<file path="src/rtl/map_update_if.sv">
// map_update_if: requester/vsync inputs and ack/status/display-map outputs of map_update_ctrl.
interface map_update_if;
    logic         vsync;
    logic         req_l;
    logic [7:0]   pos_l;
    logic [5:0]   card_l;
    logic         req_r;
    logic [7:0]   pos_r;
    logic [5:0]   card_r;
    logic         clear_req;
    logic         ack_l;
    logic         ack_r;
    logic         err;
    logic         busy;
    logic         dirty;
    logic         commit_pulse;
    logic [863:0] map_disp;
    modport master (
        output vsync, req_l, pos_l, card_l, req_r, pos_r, card_r, clear_req,
        input  ack_l, ack_r, err, busy, dirty, commit_pulse, map_disp
    );
    modport slave (
        input  vsync, req_l, pos_l, card_l, req_r, pos_r, card_r, clear_req,
        output ack_l, ack_r, err, busy, dirty, commit_pulse, map_disp
    );
endinterface

</file>
<file path="src/rtl/map_update_ctrl.sv">
// map_update_ctrl: arbitrates card-map writes into a shadow map, sequences clears,
// and commits shadow to the display map at vertical-blank start.
module map_update_ctrl #(
    parameter logic [5:0] EMPTY_CODE = 6'd63,
    parameter int         NUM_POS    = 144,
    parameter logic [5:0] MAX_CARD   = 6'd53
) (
    input logic       clk,
    input logic       rst,
    map_update_if.slave bus
);
    localparam logic [7:0] LAST_POS = 8'(NUM_POS - 1);

    typedef enum logic {IDLE, CLEAR} state_t;

    state_t     state;
    logic [5:0] shadow [NUM_POS];
    logic [7:0] cnt;
    logic       last_r, vs_s1, vs_s2, vs_q;
    logic       idle, vblank_start, el_l, el_r, gnt_l, gnt_r, bad, wr, commit, clear_done;
    logic [7:0] g_pos;
    logic [5:0] g_card;

    always_comb begin
        idle         = state == IDLE;
        vblank_start = vs_q & ~vs_s2;
        // a side being acked this cycle still holds req, so it must not win again
        el_l         = bus.req_l & ~bus.ack_l;
        el_r         = bus.req_r & ~bus.ack_r;
        gnt_l        = idle & el_l & (~el_r | last_r);
        gnt_r        = idle & el_r & ~gnt_l;
        g_pos        = gnt_l ? bus.pos_l : bus.pos_r;
        g_card       = gnt_l ? bus.card_l : bus.card_r;
        bad          = (g_pos > LAST_POS) | ((g_card > MAX_CARD) & (g_card != EMPTY_CODE));
        wr           = (gnt_l | gnt_r) & ~bad;
        commit       = vblank_start & bus.dirty & idle;
        clear_done   = (state == CLEAR) & (cnt == LAST_POS);
    end

    always_ff @(posedge clk or posedge rst) begin
        if (rst) begin
            for (int i = 0; i < NUM_POS; i++) shadow[i] <= EMPTY_CODE;
            bus.map_disp     <= {NUM_POS{EMPTY_CODE}};
            state            <= IDLE;
            cnt              <= '0;
            last_r           <= 1'b1;
            {vs_q, vs_s2, vs_s1} <= 3'b111;
            bus.ack_l        <= 1'b0;
            bus.ack_r        <= 1'b0;
            bus.err          <= 1'b0;
            bus.busy         <= 1'b0;
            bus.dirty        <= 1'b0;
            bus.commit_pulse <= 1'b0;
        end else begin
            {vs_q, vs_s2, vs_s1} <= {vs_s2, vs_s1, bus.vsync};
            bus.ack_l        <= gnt_l;
            bus.ack_r        <= gnt_r;
            bus.err          <= (gnt_l | gnt_r) & bad;
            bus.commit_pulse <= commit;
            if (gnt_l | gnt_r) last_r <= gnt_r;
            if (wr) shadow[g_pos] <= g_card;
            // nonblocking read of shadow gives the pre-write value on a same-cycle write
            if (commit) for (int i = 0; i < NUM_POS; i++) bus.map_disp[6*i +: 6] <= shadow[i];
            if (wr | clear_done) bus.dirty <= 1'b1;
            else if (commit) bus.dirty <= 1'b0;
            if (state == CLEAR) begin
                shadow[cnt] <= EMPTY_CODE;
                cnt         <= clear_done ? 8'd0 : cnt + 8'd1;
                if (clear_done) begin
                    state    <= IDLE;
                    bus.busy <= 1'b0;
                end
            end else if (bus.clear_req) begin
                state    <= CLEAR;
                bus.busy <= 1'b1;
            end
        end
    end
endmodule
</file>
<file path="src/flat_wrapper.sv">
// flat-port wrapper written by rule: the top's interface ports become plain ports
module map_update_ctrl_flat 
#(
    parameter logic [5:0] EMPTY_CODE = 6'd63,
    parameter int         NUM_POS    = 144,
    parameter logic [5:0] MAX_CARD   = 6'd53
)
  (clk, rst, bus_vsync, bus_req_l, bus_pos_l, bus_card_l, bus_req_r, bus_pos_r, bus_card_r, bus_clear_req, bus_ack_l, bus_ack_r, bus_err, bus_busy, bus_dirty, bus_commit_pulse, bus_map_disp);
  map_update_if bus_i ();
  input logic clk;
  input logic rst;
  input wire logic [$bits(bus_i.vsync)-1:0] bus_vsync;
  input wire logic [$bits(bus_i.req_l)-1:0] bus_req_l;
  input wire logic [$bits(bus_i.pos_l)-1:0] bus_pos_l;
  input wire logic [$bits(bus_i.card_l)-1:0] bus_card_l;
  input wire logic [$bits(bus_i.req_r)-1:0] bus_req_r;
  input wire logic [$bits(bus_i.pos_r)-1:0] bus_pos_r;
  input wire logic [$bits(bus_i.card_r)-1:0] bus_card_r;
  input wire logic [$bits(bus_i.clear_req)-1:0] bus_clear_req;
  output wire logic [$bits(bus_i.ack_l)-1:0] bus_ack_l;
  output wire logic [$bits(bus_i.ack_r)-1:0] bus_ack_r;
  output wire logic [$bits(bus_i.err)-1:0] bus_err;
  output wire logic [$bits(bus_i.busy)-1:0] bus_busy;
  output wire logic [$bits(bus_i.dirty)-1:0] bus_dirty;
  output wire logic [$bits(bus_i.commit_pulse)-1:0] bus_commit_pulse;
  output wire logic [$bits(bus_i.map_disp)-1:0] bus_map_disp;
  assign bus_i.vsync = bus_vsync;
  assign bus_i.req_l = bus_req_l;
  assign bus_i.pos_l = bus_pos_l;
  assign bus_i.card_l = bus_card_l;
  assign bus_i.req_r = bus_req_r;
  assign bus_i.pos_r = bus_pos_r;
  assign bus_i.card_r = bus_card_r;
  assign bus_i.clear_req = bus_clear_req;
  assign bus_ack_l = bus_i.ack_l;
  assign bus_ack_r = bus_i.ack_r;
  assign bus_err = bus_i.err;
  assign bus_busy = bus_i.busy;
  assign bus_dirty = bus_i.dirty;
  assign bus_commit_pulse = bus_i.commit_pulse;
  assign bus_map_disp = bus_i.map_disp;
  map_update_ctrl #(.EMPTY_CODE(EMPTY_CODE), .NUM_POS(NUM_POS), .MAX_CARD(MAX_CARD)) u_core (.clk(clk), .rst(rst), .bus(bus_i));
endmodule
</file>
<file path="config.mk">
export PLATFORM = sky130hd
export DESIGN_NAME = map_update_ctrl_flat
export DESIGN_NICKNAME = d
export VERILOG_FILES = /design/src/rtl/map_update_if.sv /design/src/rtl/map_update_ctrl.sv /design/src/flat_wrapper.sv
export SDC_FILE = /design/constraint.sdc
export NUM_CORES = 2
export LEC_CHECK = 0
export CELL_PAD_IN_SITES_DETAIL_PLACEMENT = 1
export CELL_PAD_IN_SITES_GLOBAL_PLACEMENT = 1
export CORE_MARGIN = 2
export CORE_UTILIZATION = 47
export CTS_BUF_LIST = sky130_fd_sc_hd__clkbuf_4 sky130_fd_sc_hd__clkbuf_8 sky130_fd_sc_hd__clkbuf_16
export DETAILED_ROUTE_END_ITERATION = 8
export GPL_ROUTABILITY_DRIVEN = 0
export PLACE_DENSITY_LB_ADDON = 0.1
export SLEW_MARGIN = 30
export SYNTH_ARGS = -nofsm -noshare
export SYNTH_HDL_FRONTEND = slang
export SYNTH_SLANG_ARGS = --single-unit
</file>
<file path="constraint.sdc">
create_clock -name clk -period 155.2 [get_ports clk]
set_input_delay 46.56 -clock clk [delete_from_list [all_inputs] [get_ports clk]]
set_output_delay 46.56 -clock clk [all_outputs]
set_load 0.01 [all_outputs]
</file>
==> parameters.txt <==
Parameter                              Value

Outcome
  Status ... completed

STA
  Worst max-slew margin expressed relative to the limit ... 28.5%
  Final setup skew ... 27.4 ps
  Transition at the pin with the smallest max-transition slack ... 1050 ps
  Post-layout minimum cycle time ... 51310 ps
  Share of the clock period used by the worst path ... 33.1%
  Setup violations, final ... 0
  Final hold violation count ... 0
  Smallest setup slack after layout ... 103890 ps
  RSZ-0062 raised after global routing ... false
  Worst Hold Margin ... 360 ps
  Number of max-slew violations in the final report ... 0
  Setup TNS after final layout ... 0 ps
  Upper clock frequency limit ... 0.0195 GHz

Global route
  Initial antenna violation count ... 31
  Global-route track usage on met1 ... 48.2%
  Met2 capacity usage during global routing ... 54.3%
  Total overflow reported by the global router ... 0
  Global-route wire length before repair ... 439000 um
  Via count of the first global-routing pass ... 66303
  Met3 routing resource usage after global routing ... 7.52%
  Tot GR Track Use ... 35.7%
  Global routing's busiest layer ... met2
  Pin count of the biggest net entering global routing ... 200

Yosys
  Count of state elements after synthesis ... 1747
  Synth Warn # ... 0
  Top cell type's share of synthesized area ... 59.6%
  Top cell types by occurrence after synthesis ... nand2_1, dfstp_2, nor2_1, mux2i_1, clkbuf_1
  Leading post-synthesis cells by cell area ... dfstp_2, nand2_1, mux2i_1, nor2_1, nor4_1
  Mapped cell area ... 76300 um^2
  Ys flop type ... dfstp_2
  Number of flops mapped to enable cells by yosys ... 0
  Sequential share of the synthesized area ... 60.1%
  Synthesized instance count ... 7966
  Netlist cell types ... 66
  Avg Inst Size Synth ... 9.58 um^2
  Syn nets ... 8004
  Share of async-settable or async-resettable flops after synthesis ... 100%
  Most frequent cell after synthesis ... nand2_1
  Cell type contributing the most total cell area after synthesis ... dfstp_2

Finish
  Non-filler cells in the finished layout ... 10906
  Fraction of the core area covered by cells at the end of the flow ... 58.1%
  Biggest regs ... u_core.bus.map_disp (864), u_core.shadow (864), u_core.cnt (8)
  Fill cell total of the finished layout ... 17587
  Area of combinational cells with multiple inputs ... 28200 um^2
  Finished Cell Area ... 93500 um^2
  Area growth from synthesis to final layout ... 22.5%
  Nets@finish ... 8614
  Total area of sequential cells ... 45900 um^2
  Share of layout cells above drive strength 1 ... 26.9%

Critical path
  R2R Path End ... u_core.shadow[611]
  Kind of critical path ... in2reg
  R2R Setup Slk ... 149710 ps
  Launch point of the worst path ... bus_req_r
  Sort of element at the start of the critical path ... input port
  Arrival time at the worst endpoint ... 52030 ps
  Source of the worst register-to-register timing path ... u_core.bus.ack_r
  Worst reg-to-reg path cell count ... 7
  Critical Path Fanout Max ... 75
  Req. time, crit path ... 155920 ps
  Crit end category ... flop

Clocking
  Cell at the root of the clock tree ... clkbuf_16
  Number of sinks handled by clock tree synthesis ... 1747
  # H-tree levels ... 4
  Clock tree from TritonCTS ... done
  Clock insertion delay at the later pin of the skew report ... 810 ps
  Register clock-pin slew on the reported worst setup and hold paths ... 60 ps
  Setup Fix Bufs, Post-CTS ... 0
  Number of buffers created by CTS ... 183
  Number of hold buffers added after cts ... 0
  Number of buffers on the longest clock path ... 3
  Resized Gates After CTS ... 0

Floorplanning
  Core area ... 161000 um^2
  Number of rows in the core area ... 147
  Starting density of the core ... 47.4%
  Die area ... 166000 um^2
  Die height ... 407 um
  Die span in x ... 407 um
  Boundary pin count ... 904

Power
  Part of the power in registers ... 48.1%
  Maximum VDD drop ... 0.00993 mV
  Design internal power ... 0.734 mW
  Sw frac ... 23.0%
  Leakage power summed over all cells ... 37.6 nW
  Post-layout total power ... 0.954 mW
  Sw power ... 0.219 mW
  Pwr Density ... 10.2 nW/um^2
  Combinational fraction of design power ... 3.2%
  Clock share of power ... 48.7%

Route
  Residual antenna-violating net count after detailed routing ... 0
  Total number of vias ... 63934
  Final routed wire length divided by cell count ... 27.6 um
  Detailed-routing iteration count for the pre-antenna-repair pass ... 5
  Average vias per placed instance ... 5.86
  Overall routed net length ... 301000 um
  DR iter-0 viols ... 5770
  Post-route DRC violation count ... 0

Place
  Number of buffers added on ports ... 903
  Number of cells in the design after placement ... 10542
  Detailed-placement wirelength estimate ... 195000 um
  Worst slack, placed ... 103010 ps
  Area after DPL ... 86800 um^2

Run
  Max-capacitance violation count ... 0

Hold path
  Worst Hold Path Cells ... 0
  Hold path endpoint ... u_core.vs_q
  HP Start ... u_core.vs_s2
  Hold Path Class ... reg2reg
## worst max-delay path by stage
| stage | endpoint | slack, ps | cells after the start |
|---|---|---|---|
| 2_1_floorplan | u_core.bus.ack_l | 62190 | 1 |
| 3_3_place_gp | u_core.shadow[822] | 103090 | 7 |
| 3_5_place_dp | u_core.shadow[822] | 103010 | 7 |
| 4_1_cts | u_core.shadow[814] | 103880 | 7 |
| 5_1_grt | u_core.shadow[529] | 103680 | 8 |
| 6_report | u_core.shadow[611] | 103890 | 8 |
## cells by family (layout without fill, tap and decap cells)
family                     Yosys count  after routing  share of synthesized area [%]
and+or+nand+nor                   4231           4231                           22.7
DFF                               1747           1747                           60.1
AOI/OAI and AO/OA                  834            834                           6.66
buffers and inverters              613           1375                           3.45
muxes                              533            533                           7.00
adders and majority gates            4              4                         0.0656
xor gates and xnor gates             4              4                         0.0459
other                                0             18                              0
## layout make-up
class                           count  area share, %
Timing Repair Buffer             1026           11.0
Sequential cell                  1747           49.1
Antenna cell                       18         0.0482
Clock inverter                     57          0.787
Multi-Input combinational cell   5606           30.1
Clock buffer                      280           6.02
Inverter                           12         0.0696
Tap cell                         2160           2.89
## critical path: stages
cell	delay [ps]
clkdlybuf4s50_1	550
or3b_1	720
nand2_1	780
clkinv_1	940
mux2_8	1040
buf_4	930
nor2_1	190
mux2i_1	230
## layout by cell type, fill, tap and decap left out, types with 6 or more instances in the layout
cell and n:
nand2_1 2653, buf_6 24, a31oi_1 7, clkinv_8 6, clkbuf_16 184, o2111ai_1 6
nor4bb_1 10, nor2_2 10, and2_1 9, clkdlybuf4s50_1 903, clkinv_2 29, and4b_1 8
nor4_1 326, nor4b_1 6, inv_6 6, a211oi_1 7, diode_2 18, clkbuf_4 47
nand3b_1 6, a22oi_1 30, clkbuf_8 49, a21oi_1 338, buf_16 8, inv_1 9
dfrtp_1 15, mux2i_1 523, nand2_2 6, buf_4 84, o21ai_0 260, o21ai_1 80
o22ai_1 12, dfstp_2 1732, nand3_1 44, and2_4 7, a21oi_2 29, a21oi_4 51
nor2_1 1070, bufinv_16 12, and2_2 12, and3_1 14
## per-layer routing
| metal | vias up | wire [um] | part of all wire [%] |
|---|---|---|---|
| met4 | 20 | 16500 | 5.5 |
| met2 | 2589 | 136000 | 45 |
| met5 | - | 107 | 0.036 |
| met1 | 33430 | 125000 | 41 |
| li1 | 27249 | - | - |
| met3 | 646 | 23700 | 7.9 |
## power by group through the flow
stage | registers (mW) | clock network [mW] | logic [mW]
6_report | 0.458 | 0.465 | 0.0308
3_3_place_gp | 0.465 | 0 | 0.0291
4_1_cts | 0.458 | 0.469 | 0.0304
2_1_floorplan | 0.461 | 0 | 0.0176
5_1_grt | 0.458 | 0.487 | 0.0329
3_5_place_dp | 0.465 | 0 | 0.0302
Note: power is estimated with default switching activity, not from simulation.
